### src/rtl/fetch_stage.sv
// RV32I instruction-fetch stage with IF/ID pipeline register, BOOT/RUN/FAULT control.
// Optional FETCH_PERF_CNT_EN adds fetch_cnt/stall_cnt performance counters.
module fetch_stage #(
    parameter logic [31:0] RESET_PC  = 32'h0000_0000,
    parameter logic [31:0] NOP_INSTR = 32'h0000_0013
) (
    input  logic        clk,
    input  logic        reset,
    input  logic        stall_f,
    input  logic        stall_d,
    input  logic        flush_d,
    input  logic        pc_src_e,
    input  logic [31:0] pc_target_e,
    output logic [31:0] imem_addr,
    input  logic [31:0] imem_rdata,
    output logic [31:0] instr_d,
    output logic [31:0] pc_d,
    output logic [31:0] pc_plus4_d,
    output logic        valid_d,
    output logic        fault
`ifdef FETCH_PERF_CNT_EN
    ,
    output logic [31:0] fetch_cnt,
    output logic [31:0] stall_cnt
`endif
);

    typedef enum logic [1:0] {
        ST_BOOT  = 2'd0,
        ST_RUN   = 2'd1,
        ST_FAULT = 2'd2
    } state_t;

    state_t      state_q, state_d;
    logic [31:0] fpc_q, fpc_d;
    logic [31:0] ifid_instr_q, ifid_instr_d;
    logic [31:0] ifid_pc_q, ifid_pc_d;
    logic [31:0] ifid_pc4_q, ifid_pc4_d;
    logic        ifid_valid_q, ifid_valid_d;
    logic        fault_q, fault_d;

    logic [31:0] fpc_plus4_s;
    logic        misaligned_s;
    logic        bubble_s;
    logic        capture_s;
    logic        stall_evt_s;

    assign fpc_plus4_s  = fpc_q + 32'd4;
    assign misaligned_s = (pc_target_e[1:0] != 2'b00);

    // Control FSM: next state, next PC and IF/ID load selection.
    always_comb begin
        state_d     = state_q;
        fpc_d       = fpc_q;
        fault_d     = fault_q;
        bubble_s    = 1'b0;
        capture_s   = 1'b0;
        stall_evt_s = 1'b0;
        case (state_q)
            ST_BOOT: begin
                state_d  = ST_RUN;
                bubble_s = 1'b1;
            end
            ST_RUN: begin
                stall_evt_s = stall_f & ~pc_src_e;
                if (pc_src_e && misaligned_s) begin
                    // A misaligned target is never fetched; the PC stays put for debug.
                    state_d  = ST_FAULT;
                    fault_d  = 1'b1;
                    bubble_s = 1'b1;
                end else begin
                    if (pc_src_e) begin
                        fpc_d = pc_target_e;
                    end else if (stall_f) begin
                        fpc_d = fpc_q;
                    end else begin
                        fpc_d = fpc_plus4_s;
                    end
                    if (flush_d) begin
                        bubble_s = 1'b1;
                    end else if (stall_d) begin
                        bubble_s = 1'b0;
                    end else begin
                        capture_s = 1'b1;
                    end
                end
            end
            ST_FAULT: begin
                fault_d  = 1'b1;
                bubble_s = 1'b1;
            end
            default: begin
                state_d  = ST_FAULT;
                fault_d  = 1'b1;
                bubble_s = 1'b1;
            end
        endcase
    end

    // IF/ID next value: capture, bubble (PC fields kept), or hold.
    always_comb begin
        ifid_instr_d = ifid_instr_q;
        ifid_pc_d    = ifid_pc_q;
        ifid_pc4_d   = ifid_pc4_q;
        ifid_valid_d = ifid_valid_q;
        if (capture_s) begin
            ifid_instr_d = imem_rdata;
            ifid_pc_d    = fpc_q;
            ifid_pc4_d   = fpc_plus4_s;
            ifid_valid_d = 1'b1;
        end else if (bubble_s) begin
            ifid_instr_d = NOP_INSTR;
            ifid_valid_d = 1'b0;
        end else begin
            ifid_valid_d = ifid_valid_q;
        end
    end

    // State, PC and IF/ID registers.
    always_ff @(posedge clk or negedge reset) begin
        if (!reset) begin
            state_q      <= ST_BOOT;
            fpc_q        <= RESET_PC;
            ifid_instr_q <= NOP_INSTR;
            ifid_pc_q    <= 32'h0000_0000;
            ifid_pc4_q   <= 32'h0000_0000;
            ifid_valid_q <= 1'b0;
            fault_q      <= 1'b0;
        end else begin
            state_q      <= state_d;
            fpc_q        <= fpc_d;
            ifid_instr_q <= ifid_instr_d;
            ifid_pc_q    <= ifid_pc_d;
            ifid_pc4_q   <= ifid_pc4_d;
            ifid_valid_q <= ifid_valid_d;
            fault_q      <= fault_d;
        end
    end

    assign imem_addr  = fpc_q;
    assign instr_d    = ifid_instr_q;
    assign pc_d       = ifid_pc_q;
    assign pc_plus4_d = ifid_pc4_q;
    assign valid_d    = ifid_valid_q;
    assign fault      = fault_q;

`ifdef FETCH_PERF_CNT_EN
    logic [31:0] fetch_cnt_q, fetch_cnt_d;
    logic [31:0] stall_cnt_q, stall_cnt_d;

    // Counter increments; both wrap naturally at 2^32.
    always_comb begin
        fetch_cnt_d = fetch_cnt_q;
        stall_cnt_d = stall_cnt_q;
        if (capture_s) begin
            fetch_cnt_d = fetch_cnt_q + 32'd1;
        end else begin
            fetch_cnt_d = fetch_cnt_q;
        end
        if (stall_evt_s) begin
            stall_cnt_d = stall_cnt_q + 32'd1;
        end else begin
            stall_cnt_d = stall_cnt_q;
        end
    end

    // Performance counter registers.
    always_ff @(posedge clk or negedge reset) begin
        if (!reset) begin
            fetch_cnt_q <= 32'h0000_0000;
            stall_cnt_q <= 32'h0000_0000;
        end else begin
            fetch_cnt_q <= fetch_cnt_d;
            stall_cnt_q <= stall_cnt_d;
        end
    end

    assign fetch_cnt = fetch_cnt_q;
    assign stall_cnt = stall_cnt_q;
`endif

endmodule
### config.mk
export PLATFORM = sky130hd
export DESIGN_NAME = fetch_stage
export DESIGN_NICKNAME = d
export VERILOG_FILES = /design/src/rtl/fetch_stage.sv
export SDC_FILE = /design/constraint.sdc
export NUM_CORES = 1
export LEC_CHECK = 0
export ABC_AREA = 1
export BUFFER_PORTS_ARGS = -buffer_cell sky130_fd_sc_hd__buf_2
export CAP_MARGIN = 30
export CORE_ASPECT_RATIO = 1.4
export CORE_MARGIN = 3
export CORE_UTILIZATION = 45
export CTS_CLUSTER_SIZE = 12
export DETAILED_ROUTE_END_ITERATION = 8
export HOLD_SLACK_MARGIN = 0.15
export PLACE_DENSITY = 0.74
export SYNTH_ARGS = -nofsm -noshare
export SYNTH_HDL_FRONTEND = slang
export SYNTH_SLANG_ARGS = --single-unit
### constraint.sdc
create_clock -name clk -period 1.8 [get_ports clk]
set_input_delay 0.18 -clock clk [delete_from_list [all_inputs] [get_ports clk]]
set_output_delay 0.18 -clock clk [all_outputs]
set_load 0.05 [all_outputs]
==> impl_metrics.csv <==
group,metric,value,unit
placed_design,place_congestion,0.847,
critical_path,path_class,"reg2reg",
yosys,synth_top_area_share,52.0,%
sta,finalSetupViolCount,0,
critical_path,endpoint_kind,"flop",
global_route,grt_pass1_wl,30200,um
critical_path,crit_arrival,1.95,ns
floorplan,rows,49,
detailed_routing,drt_drc_violations_left,0,
global_route,grt_max_degree,53,
final_layout,drive_gt1_share,25.4,%
power,leakagePower,4.77,nW
final_layout,diodes,0,
sta,grt_setup_unrepaired,"no",
critical_path,path_max_fanout,4,
global_route,grt_pass1_vias,5987,
yosys,synth_edf_count,0,
clock_tree,clk_pin_slew,0.06,ns
critical_path,start_kind,"flop",
status,status,"completed",
final_layout,multiInputGateArea,2450,um2
detailed_routing,wl_per_cell,14.8,um
clock_tree,cts_tree,"built",
detailed_routing,wl,18600,um
power,ir_drop,1.04,mV
yosys,yosysTopAreaCell,"dfrtp_1",
floorplan,dieArea,15000,um2
final_layout,postLayoutCoreUtil,65.8,%
sta,tns,0,ns
final_layout,final_area,8590,um2
critical_path,timing.rr.start,"imem_addr[3]",
sta,finalCriticalPeriod,1.65,ns
yosys,syn_area,6110,um2
flow_run,maxCapViolCount,0,
clock_tree,cts.sinks,130,
yosys,yosysSeqAreaShare,53.3,%
final_layout,seq_area,3260,um2
floorplan,io_pins,200,
floorplan,die_h,144,um
clock_tree,worstSkewPairLatency,0.41,ns
clock_tree,cts.htree.levels,4,
hold_path,hold_class,"in2reg",
sta,finalHoldViolCount,0,
global_route,overflow,0,
placed_design,placed_cell_area,7260,um2
detailed_routing,viasPerCell,4.81,
final_layout,nFillCells,1119,
hold_path,whs_path_depth,4,
yosys,yosys_most_used_dff,"dfrtp_1",
placed_design,port_buffers,199,
placed_design,dpl.hpwl,12700,um
final_layout,finalNetCount,1131,
global_route,track_usage,25.5,%
detailed_routing,route.vias.total,6017,
final_layout,instances_no_fill,1251,
sta,final-max-slew-violation-count,0,
clock_tree,post_cts_buffers,0,
detailed_routing,drt-initial-drc-count,359,
final_layout,syn2layout_area_growth,40.7,%
hold_path,worstHoldStart,"stall_d",
global_route,antenna_found_initial,0,
placed_design,post-place-ws,0.0366,ns
sta,finalCritPeriodShare,91.4,%
clock_tree,cts.root.buffer_cell,"clkbuf_16",
yosys,avgSynthCellArea,7.68,um2
sta,fin_ws,0.155,ns
yosys,yosysWarnings,0,
yosys,syn_inst,795,
sta,maxSlewHeadroom,70.9,%
yosys,ys_ff_latch,130,
final_layout,final_common_cell,"nand2_1",
critical_path,crit_required,2.10,ns
power,p_per_area,1610,nW/um2
critical_path,rr_endpoint,"imem_addr[24]",
critical_path,r2r_cells,10,
sta,worstMarginPinSlew,0.436,ns
power,finalPower,13.8,mW
detailed_routing,firstDrtPassIters,5,
yosys,synth_area_leaders,"dfrtp_1, nand2_1, nor2_1, inv_1, o21ai_1",
yosys,synthesis.nets,866,
floorplan,dieWidth,104,um
yosys,synthArstFlopShare,100,%
floorplan,core_area,13100,um2
sta,clock-skew-final,0.00692,ns
sta,whs,0.202,ns
clock_tree,cts_buffer_depth,2,
sta,fmax,608,MHz
hold_path,hold_end,"valid_d",
critical_path,regToRegSetupSlack,0.15,ns
yosys,ys_types,29,
placed_design,dp_cells,1153,
final_layout,final_cell_mix,"nand2_1, buf_2, dfrtp_1, nor2_1, dlygate4sd3_1",
floorplan,initial_core_util,46.8,%
clock_tree,cts_buffers,17,
detailed_routing,postRouteAntennaNets,0,
critical path, cell delays in order, from the launching register on:
cell     delay [ns]
dfrtp_2        0.39
ha_1           0.21
nand2_1        0.08
nor2_2         0.17
nand2_1        0.10
nor2_1         0.25
nand2_1        0.08
nand2_1        0.09
nand3_1        0.07
nand2_1        0.07
nand2_1        0.04
sequential cells by signal, summed over array words and instances, names as in the netlist:
signal	cells
instr_d	32
state_q	2
fault	1
imem_addr	32
pc_plus4_d	30
pc_d	32
valid_d	1
logic make-up (layout without fill, tap and decap cells):
logic type	Yosys count	in the layout	share of synthesized area, %
flops	130	130	53.3
buf+inv	84	362	6.80
fa+ha+maj	1	1	0.205
xor+xnor	8	8	1.15
simple gates	502	502	32.6
compound gates	70	70	5.94
cells in the mapped netlist, types with 5 or more instances:
library cell and n:
buf_4 10, nand2_1 372, buf_6 6, inv_1 45, o21ai_1 33, nor2_1 91
o22ai_1 5, dfrtp_1 127, a21oi_1 15, nand3_1 26, xor2_1 7, buf_2 14
o21ai_0 14
metal layers:
layer	share of wire [%]	up-vias	global-route usage [%]
met4	4.3	0	13.8
met2	50	224	43.6
met3	6.0	60	5.48
met1	40	2750	30.1
li1	-	2983	-
met5	0	-	0
power breakdown:
part	leakage, nW	total [mW]	switching, mW	internal (mW)
Sequential	1.70	4.43	0.760	3.67
Clock	0.306	3.76	1.27	2.49
Combinational	2.77	5.64	4.32	1.32
worst max-delay path by stage:
stage	from	end	slack [ns]
after global placement	imem_addr[3]	imem_addr[20]	0.08
after CTS	imem_addr[3]	imem_addr[20]	0.03
after floorplan	imem_addr[4]	imem_addr[23]	0.11
after detailed placement	imem_addr[3]	imem_addr[20]	0.04
final	imem_addr[3]	imem_addr[24]	0.15
after global routing	imem_addr[3]	imem_addr[28]	0.02
repair_timing:
action / CTS / global route
endpoints found under the hold margin: 191 / 0
gates resized for setup: 0 / 7
setup endpoints to repair: 0 / 17
hold buffers: 66 / 0
area by class of cell:
class	instances	area share [%]
sequential	130	37.9
inverter	49	2.14
timing repair buffer	281	21.2
clock buffer	19	5.16
clock inverter	13	2.42
tap	178	2.59
multi-input combinational	581	28.6
Power figures use the tool's default switching activity.
